<file path="config.mk">
export PLATFORM = sky130hd
export DESIGN_NAME = scan_mux_jdl25175_flat
export DESIGN_NICKNAME = d
export VERILOG_FILES = /design/src/rtl/scan_mux_jdl25175_if.sv /design/src/rtl/scan_mux_jdl25175.sv /design/src/flat_wrapper.sv
export SDC_FILE = /design/constraint.sdc
export NUM_CORES = 1
export LEC_CHECK = 0
export ABC_AREA = 1
export CAP_MARGIN = 30
export CORE_MARGIN = 2
export CORE_UTILIZATION = 44
export DETAILED_ROUTE_END_ITERATION = 8
export GPL_TIMING_DRIVEN = 0
export PLACE_DENSITY = 0.76
export RECOVER_POWER = 100
export SYNTH_ARGS = -nofsm -noshare
export SYNTH_HDL_FRONTEND = slang
export SYNTH_SLANG_ARGS = --single-unit
export TNS_END_PERCENT = 30
</file>
<file path="constraint.sdc">
create_clock -name clk -period 1.7 [get_ports clk]
set_input_delay 0.17 -clock clk [delete_from_list [all_inputs] [get_ports clk]]
set_output_delay 0.17 -clock clk [all_outputs]
set_load 0.01 [all_outputs]
</file>
<file path="src/rtl/scan_mux_jdl25175_if.sv">
// Channel-mux bus: control, packed channel inputs and registered mux results.
// The master side drives control and data; the slave side is the mux itself.
interface scan_mux_jdl25175_if #(
  parameter int NUM_CH = 8,
  parameter int DATA_W = 1
);
  localparam int SEL_W = $clog2(NUM_CH);

  logic                     en;
  logic                     mode;
  logic [SEL_W-1:0]         sel;
  logic [NUM_CH*DATA_W-1:0] in;
  logic [DATA_W-1:0]        out;
  logic [SEL_W-1:0]         cur_ch;
  logic                     ch_valid;
  logic                     wrap;

  modport master (
    output en, mode, sel, in,
    input  out, cur_ch, ch_valid, wrap
  );

  modport slave (
    input  en, mode, sel, in,
    output out, cur_ch, ch_valid, wrap
  );
endinterface

</file>
<file path="src/rtl/scan_mux_jdl25175.sv">
// Registered N-channel mux with enable: MANUAL follows sel, SCAN steps through
// the channels, spending DWELL cycles on each and wrapping back to channel 0.
module scan_mux_jdl25175 #(
  parameter int NUM_CH = 8,
  parameter int DATA_W = 1,
  parameter int DWELL  = 4
) (
  input  logic                 clk,
  input  logic                 reset,
  scan_mux_jdl25175_if.slave   bus
);
  localparam int SEL_W = $clog2(NUM_CH);
  localparam int DW_W  = (DWELL > 1) ? $clog2(DWELL) : 1;
  localparam logic [SEL_W-1:0] LAST_CH  = SEL_W'(NUM_CH - 1);
  localparam logic [SEL_W:0]   NUM_CH_X = (SEL_W + 1)'(NUM_CH);
  localparam logic [DW_W-1:0]  LAST_DW  = DW_W'(DWELL - 1);

  typedef enum logic [1:0] {
    ST_IDLE   = 2'd0,
    ST_MANUAL = 2'd1,
    ST_SCAN   = 2'd2
  } state_t;

  state_t            state_r;
  state_t            state_nxt_s;
  logic [SEL_W-1:0]  cur_ch_r;
  logic [SEL_W-1:0]  ch_nxt_s;
  logic [DW_W-1:0]   dwell_cnt_r;
  logic [DW_W-1:0]   dwell_nxt_s;
  logic [DATA_W-1:0] out_r;
  logic [DATA_W-1:0] out_nxt_s;
  logic              ch_valid_r;
  logic              ch_valid_nxt_s;
  logic              wrap_r;
  logic              wrap_nxt_s;
  logic              drive_s;
  logic              sel_ok_s;
  // Set while out has not been driven since reset or the last IDLE spell,
  // so the first driven cycle pulses ch_valid even on an unchanged channel.
  logic              fresh_r;

  function automatic logic [DATA_W-1:0] slice(
    input logic [NUM_CH*DATA_W-1:0] v,
    input logic [SEL_W-1:0]         ch
  );
    logic [DATA_W-1:0] r;
    r = '0;
    for (int k = 0; k < NUM_CH; k++) begin
      if (ch == SEL_W'(k)) begin
        r = v[k*DATA_W +: DATA_W];
      end
    end
    return r;
  endfunction

  // Next state, next channel, dwell counting and the values registered this edge
  always_comb begin
    state_nxt_s    = ST_IDLE;
    ch_nxt_s       = cur_ch_r;
    dwell_nxt_s    = dwell_cnt_r;
    drive_s        = 1'b0;
    wrap_nxt_s     = 1'b0;
    out_nxt_s      = '0;
    ch_valid_nxt_s = 1'b0;
    sel_ok_s       = ({1'b0, bus.sel} < NUM_CH_X);

    if (!bus.en) begin
      state_nxt_s = ST_IDLE;
    end else if (bus.mode) begin
      state_nxt_s = ST_SCAN;
    end else begin
      state_nxt_s = ST_MANUAL;
    end

    case (state_nxt_s)
      ST_MANUAL: begin
        dwell_nxt_s = '0;
        if (sel_ok_s) begin
          ch_nxt_s = bus.sel;
          drive_s  = 1'b1;
        end else begin
          ch_nxt_s = cur_ch_r;
          drive_s  = 1'b0;
        end
      end
      ST_SCAN: begin
        drive_s = 1'b1;
        if (state_r != ST_SCAN) begin
          dwell_nxt_s = '0;
        end else if (dwell_cnt_r == LAST_DW) begin
          dwell_nxt_s = '0;
          if (cur_ch_r == LAST_CH) begin
            ch_nxt_s   = '0;
            wrap_nxt_s = 1'b1;
          end else begin
            ch_nxt_s = cur_ch_r + SEL_W'(1);
          end
        end else begin
          dwell_nxt_s = dwell_cnt_r + DW_W'(1);
        end
      end
      ST_IDLE: begin
        drive_s = 1'b0;
      end
      default: begin
        drive_s = 1'b0;
      end
    endcase

    if (drive_s) begin
      out_nxt_s      = slice(bus.in, ch_nxt_s);
      ch_valid_nxt_s = (ch_nxt_s != cur_ch_r) || fresh_r;
    end else begin
      out_nxt_s      = '0;
      ch_valid_nxt_s = 1'b0;
    end
  end

  // State and output registers; reset overrides every input
  always_ff @(posedge clk) begin
    if (reset) begin
      state_r     <= ST_IDLE;
      cur_ch_r    <= '0;
      dwell_cnt_r <= '0;
      out_r       <= '0;
      ch_valid_r  <= 1'b0;
      wrap_r      <= 1'b0;
      fresh_r     <= 1'b1;
    end else begin
      state_r     <= state_nxt_s;
      cur_ch_r    <= ch_nxt_s;
      dwell_cnt_r <= dwell_nxt_s;
      out_r       <= out_nxt_s;
      ch_valid_r  <= ch_valid_nxt_s;
      wrap_r      <= wrap_nxt_s;
      if (drive_s) begin
        fresh_r <= 1'b0;
      end else if (state_nxt_s == ST_IDLE) begin
        fresh_r <= 1'b1;
      end else begin
        fresh_r <= fresh_r;
      end
    end
  end

  assign bus.out      = out_r;
  assign bus.cur_ch   = cur_ch_r;
  assign bus.ch_valid = ch_valid_r;
  assign bus.wrap     = wrap_r;
endmodule

</file>
<file path="src/flat_wrapper.sv">
// flat-port wrapper written by rule: the top's interface ports become plain ports
module scan_mux_jdl25175_flat 
#(
  parameter int NUM_CH = 8,
  parameter int DATA_W = 1,
  parameter int DWELL  = 4
)
  (clk, reset, bus_en, bus_mode, bus_sel, bus_in, bus_out, bus_cur_ch, bus_ch_valid, bus_wrap);
  scan_mux_jdl25175_if #(.NUM_CH(NUM_CH), .DATA_W(DATA_W)) bus_i ();
  input  logic clk;
  input  logic reset;
  input wire logic [$bits(bus_i.en)-1:0] bus_en;
  input wire logic [$bits(bus_i.mode)-1:0] bus_mode;
  input wire logic [$bits(bus_i.sel)-1:0] bus_sel;
  input wire logic [$bits(bus_i.in)-1:0] bus_in;
  output wire logic [$bits(bus_i.out)-1:0] bus_out;
  output wire logic [$bits(bus_i.cur_ch)-1:0] bus_cur_ch;
  output wire logic [$bits(bus_i.ch_valid)-1:0] bus_ch_valid;
  output wire logic [$bits(bus_i.wrap)-1:0] bus_wrap;
  assign bus_i.en = bus_en;
  assign bus_i.mode = bus_mode;
  assign bus_i.sel = bus_sel;
  assign bus_i.in = bus_in;
  assign bus_out = bus_i.out;
  assign bus_cur_ch = bus_i.cur_ch;
  assign bus_ch_valid = bus_i.ch_valid;
  assign bus_wrap = bus_i.wrap;
  scan_mux_jdl25175 #(.NUM_CH(NUM_CH), .DATA_W(DATA_W), .DWELL(DWELL)) u_core (.clk(clk), .reset(reset), .bus(bus_i));
endmodule
</file>
==> results of run 1 <==
==> final timing paths <==
check | cells after the start | startpoint | end
hold reg to reg | 2 | u_core.dwell_cnt_r[1] | u_core.dwell_cnt_r[1]
hold / removal | 2 | reset | u_core.bus.cur_ch[1]
setup / recovery | 10 | u_core.bus.cur_ch[0] | u_core.bus.ch_valid
setup reg to reg | 10 | u_core.bus.cur_ch[0] | u_core.bus.ch_valid
==> power groups by stage <==
stage          logic (mW)  clock network, mW  registers, mW
2_1_floorplan      0.0739                  0          0.285
3_3_place_gp        0.138                  0          0.283
3_5_place_dp        0.139                  0          0.283
4_1_cts             0.142              0.190          0.278
5_1_grt             0.160              0.201          0.280
6_report            0.145              0.187          0.278
==> worst reg2reg max path, cell delays in order (launching register included) <==
cell and delay (ps):
dfxtp_2 350, ha_4 170, ha_4 200, inv_1 50
nand4_1 130, nand3_4 120, nand3_4 110, a21oi_2 150
nand3_1 70, nor2_1 110, nor2_1 50
==> layer usage <==
metal  vias to the layer above  GRT usage  share of wire
met4                         0      0.145          0.030
met2                        21      0.299           0.46
met1                       325      0.238           0.47
li1                        369          -              -
met5                         -          0              0
met3                         5     0.0340          0.041
==> cell usage in the layout (no fill, tap or decap), types with 3 or more instances in the layout <==
master,n
clkdlybuf4s50_1,12
dfxtp_1,8
clkbuf_4,3
nand2_2,3
nand3_1,13
nand4_1,7
dlygate4sd3_1,7
nand2_1,18
nor2_1,9
inv_1,14
a21oi_1,4
buf_4,3
==> cell type report <==
type | instances | area, um^2
repair buffers | 23 | 233
fillers | 131 | 498
flip-flops and latches | 11 | 226
well taps | 16 | 20.0
clock buffers | 4 | 26.3
multi-input cells | 66 | 399
plain buffers | 1 | 3.75
inverters | 17 | 65.1
==> repair_timing <==
item                                    CTS  global route
endpoints found under the setup margin    1             2
hold endpoints to repair                  0             0
pin swaps                                 1             4
setup buffers                             1             3
resized for setup                         3             5
==> per-stage QoR <==
stage                     setup TNS (ps)  setup WS (ps)  power (mW)  instances
after detailed placement           -14.5          -14.5       0.422        130
after CTS                              0           4.00       0.610        135
after floorplan                        0           97.5       0.359         95
after global placement                 0           20.1       0.421        130
final                                  0           82.0       0.611        138
after global routing               -5.84          -4.00       0.641        138
==> flip-flops by register name (all words and copies together) (netlist names) <==
register,count
u_core.bus.ch_valid,1
u_core.bus.cur_ch,3
u_core.bus.out,1
u_core.bus.wrap,1
u_core.dwell_cnt_r,2
u_core.fresh_r,1
u_core.state_r,2
==> cell families (layout without fill, tap and decap cells) <==
| kind of cell | after synthesis | in the layout |
|---|---|---|
| flops | 11 | 11 |
| compound gates | 7 | 7 |
| buf+inv | 18 | 45 |
| simple gates | 56 | 56 |
| fa+ha+maj | 3 | 3 |
==> reports/metrics.yaml, run 1 <==
synth:
  synth-simple-area-share: 0.455
  synth-main-ff-cell: "dfxtp_1"
  yosys-top-cells-area: "dfxtp_1 (33%), nand3_1 (9.7%), nand2_1 (8.9%)"
  syn_area_per_cell_um2: 7.09
  synthArstFlopShare: 0
  yosysTopAreaCell: "dfxtp_1"
  syn_inst: 95
  synth_xor_area_frac: 0
  synthAdderAreaFrac: 0.0558
  ys_types: 20
  synth_most_common_cell: "nand2_1"
  synth_area_um2: 673
  synthMuxAreaShare: 0
  syn_nets: 113
  yosysWarnings: 0
  ys_seq_elements: 11
  synth_common_cells: "nand2_1 (16), inv_1 (14), nand3_1 (13), dfxtp_1 (11), nor2_1 (9)"
  synth_edf_count: 0
  synth_top_area_share: 0.327
  synth-compound-area-share: 0.0595
  synth_top_family_by_area: "simple AND/OR/NAND/NOR gates"
  seq_area_frac_synth: 0.327
timing:
  hold_slack_ps: 261
  period_share: 0.952
  final.min_clock_period_ps: 1620
  fin_skew_ps: 5.77
  setup_viol: 0
  worst_pin_slew_ps: 412
  slew_violations: 0
  clock.fmax_ghz: 0.618
  hold_viol: 0
  relSlewSlack: 0.725
final_layout:
  nets: 141
  finish.utilization: 0.662
  area_growth_pct: 44.6
  drive_above_1_share: 0.197
  design_area_um2: 973
  insertedDiodeCount: 0
setup_path:
  crit_required_ps: 1870
  crit_family: "simple AND/OR/NAND/NOR gates"
  cp_slowest_stage_delay_ps: 350
  slowest_stage: "dfxtp_2"
  end_kind: "register"
  crit_fanout: 6
  path_cells: "ha_4, ha_4, inv_1, nand4_1, nand3_4, nand3_4, a21oi_2, nand3_1, nor2_1, nor2_1"
  critical_path_buf_inv_count: 1
  arrival_ps: 1790
  worst_setup_path_start_kind: "register"
  ff2ff_setup_slack_ps: 80
  worstSetupPathType: "reg2reg"
power_and_ir_drop:
  p_comb_frac: 0.238
  power_frac_seq: 0.456
  peakVddDrop_v: 0.000425
  p_sw_uw: 177
  swShare: 0.289
  p_leak_nw: 0.440
  p_per_area_nw_per_um2: 627
  pwr-share-clk: 0.307
  internal-power_uw: 434
die:
  fp.coreArea_um2: 1470
  start_util: 0.457
  die_width_um: 43.1
  die_area_um2: 1860
  ioPinCount: 21
  die_h_um: 43.1
  rows: 14
run_status:
  status: "finished clean"
job:
  cap_violations: 0
routing:
  routed_wl_mm: 1.62
  route.vias.total: 720
  vias_per_cell: 5.22
  drt_iter0_drc: 21
  drc: 0
  dr.pass1.iters: 4
  ant_nets: 0
  wl_per_cell_um: 11.7
clocking:
  cts_tree: "built"
  clock_path_buffers: 2
  clk_pin_slew_ps: 80
  clk_latency_ps: 280
  cts_htree_levels: 1
  clock-sinks: 11
  clockRootBuffer: "clkbuf_4"
  cts_hold_repair.buffers: 0
  cts_buffers: 3
placed_design:
  dp_hpwl_mm: 1.17
  dpl_cell_area_um2: 883
  portBuffers: 19
  gp_congestion: 0.843
grt:
  antenna_found_initial: 0
  grt_use_total: 0.195
  overflow: 0
  grt_max_degree: 10
  grt_pass1_wl_mm: 2.61
  grt_pass1_vias: 621
min_path:
  hp-class: "in2reg"
(Power assumes the default switching activity.)
==> run 2: changes to the inputs <==
--- a/config.mk
+++ b/config.mk
@@ -8,10 +8,10 @@
 export ABC_AREA = 1
 export CAP_MARGIN = 30
 export CORE_MARGIN = 2
-export CORE_UTILIZATION = 44
+export CORE_UTILIZATION = 40
 export DETAILED_ROUTE_END_ITERATION = 8
 export GPL_TIMING_DRIVEN = 0
-export PLACE_DENSITY = 0.76
+export PLACE_DENSITY = 0.73
 export RECOVER_POWER = 100
 export SYNTH_ARGS = -nofsm -noshare
 export SYNTH_HDL_FRONTEND = slang
==> constraint.sdc (replaced) <==
create_clock -name clk -period 1.4 [get_ports clk]
set_input_delay 0.14 -clock clk [delete_from_list [all_inputs] [get_ports clk]]
set_output_delay 0.14 -clock clk [all_outputs]
set_load 0.01 [all_outputs]
==> run 2 against run 1 <==
Compared with the run above:
- the flow now finishes with violations (negative setup slack)
- cell area up 0.13%
- worst setup slack lost 270 ps
- clock power grew 18%
- highest routed layer unchanged
==> reports/metrics.yaml, run 2 (synthesized netlist as in run 1, its figures left out) <==
clocking:
  cts_tree: "built"
  clock-sinks: 11
  clock_path_buffers: 2
  clk_pin_slew_ps: 70
  cts_htree_levels: 1
  cts_buffers: 3
  clockRootBuffer: "clkbuf_4"
  clk_latency_ps: 280
timing:
  worst_pin_slew_ps: 420
  timing.setup.tns_ps: -342
  period_share: 1.13
  hold_viol: 0
  slew_violations: 0
  grt_setup_unrepaired: "true"
  setup_slack_ps: -183
  setup_viol: 2
  final.min_clock_period_ps: 1580
  relSlewSlack: 0.720
  fin_skew_ps: 3.89
  clock.fmax_ghz: 0.632
final_layout:
  seq_area_um2: 231
  area_growth_pct: 44.8
  nets: 140
  layout_commonest_cell: "nand2_1"
  insertedDiodeCount: 0
  largest_reg_flops: 3
  layout_common_cells: "nand2_1 (17), clkdlybuf4s50_1 (14), inv_1 (13)"
  fill_cells: 142
  drive_above_1_share: 0.231
  design_area_um2: 975
  final_cells: 137
  multi_input_area_um2: 418
setup_path:
  path_cells: "ha_4, ha_4, inv_2, nand4_1, nand3_4, nand3_4, a21oi_2, nand3_1, nor2_1, nor2_1"
  cp_slowest_stage_delay_ps: 350
  worst_setup_path_start_kind: "register"
  slowest_stage: "dfxtp_4"
  worstSetupPathType: "reg2reg"
  crit_required_ps: 1580
  crit_fanout: 6
  end_kind: "register"
  arrival_ps: 1760
job:
  cap_violations: 0
die:
  fp.coreArea_um2: 1540
  ioPinCount: 21
  die_width_um: 45.0
  start_util: 0.437
  rows: 14
  die_h_um: 45.0
  die_area_um2: 2030
grt:
  overflow: 0
  antenna_found_initial: 0
  grt_max_degree: 10
  grt_use_total: 0.172
  grt_pass1_vias: 601
  grt_pass1_wl_mm: 2.53
power_and_ir_drop:
  p_per_area_nw_per_um2: 751
  total_power_uw: 732
  p_leak_nw: 0.429
  peakVddDrop_v: 0.000560
min_path:
  hp-class: "in2reg"
run_status:
  status: "finished with violations"
  violations: "negative setup slack"
routing:
  routed_wl_mm: 1.49
  wl_per_cell_um: 10.9
  drt_iter0_drc: 29
  route.vias.total: 705
  drc: 0
  dr.pass1.iters: 4
  vias_per_cell: 5.15
  ant_nets: 0
placed_design:
  pre_cts_slack_ps: -259
  dpl_cell_area_um2: 920
  dp.cells: 130
  portBuffers: 19
  dp_hpwl_mm: 1.15
  gp_congestion: 0.812
run 2: metrics by stage:
stage	utilization	hold WS, ps
global placement	0.597	459
detailed placement	0.597	466
floorplan	-	287
finish	0.632	236
global route	0.632	247
CTS	0.627	234
run 2: worst max-delay path: cells and delay by family, from the launching register on:
kind,cells,cell delay [ps]
DFF,1,350
buffers and inverters,1,40
and+or+nand+nor,6,580
AOI/OAI and AO/OA,1,140
adders and majority gates,2,360
run 2: final cells by class:
cell class | count | area share
buffer | 1 | 0.00385
clock buffer | 4 | 0.0270
inverter | 17 | 0.0668
tap | 16 | 0.0205
timing repair buffer | 22 | 0.216
multi-input combinational | 66 | 0.429
sequential | 11 | 0.237
run 2: routing by layer:
layer  part of all wire  up-vias  wire length (um)  track usage
met5                  0        -                 0            0
met4              0.014        0                21        0.100
met3              0.064        3                96       0.0360
met2               0.46       21               679        0.240
met1               0.46      314               692        0.243
li1                   -      367                 -            -
run 2: repair_timing:
action                                  4_1_cts  5_1_grt
cloned                                        0        0
resized for setup                             3        3
endpoints found under the setup margin        3        5
pin swaps                                     3        1
hold buffers                                  0        0
buffers inserted                              3        0
hold endpoints to repair                      0        0
run 2: where the power goes:
part / switching, mW / total [mW] / internal (mW)
logic: 0.0889 / 0.176 / 0.0872
clock network: 0.110 / 0.221 / 0.111
registers: 0.0104 / 0.335 / 0.324
total: 0.210 / 0.732 / 0.522
run 2: worst paths after layout:
path	start	endpoint	slack, ps	cells past startpoint
setup reg to reg	u_core.bus.cur_ch[1]	u_core.bus.ch_valid	-180	10
setup / recovery	u_core.bus.cur_ch[1]	u_core.bus.ch_valid	-180	10
hold reg to reg	u_core.dwell_cnt_r[1]	u_core.dwell_cnt_r[1]	470	2
hold / removal	reset	u_core.bus.cur_ch[0]	240	2
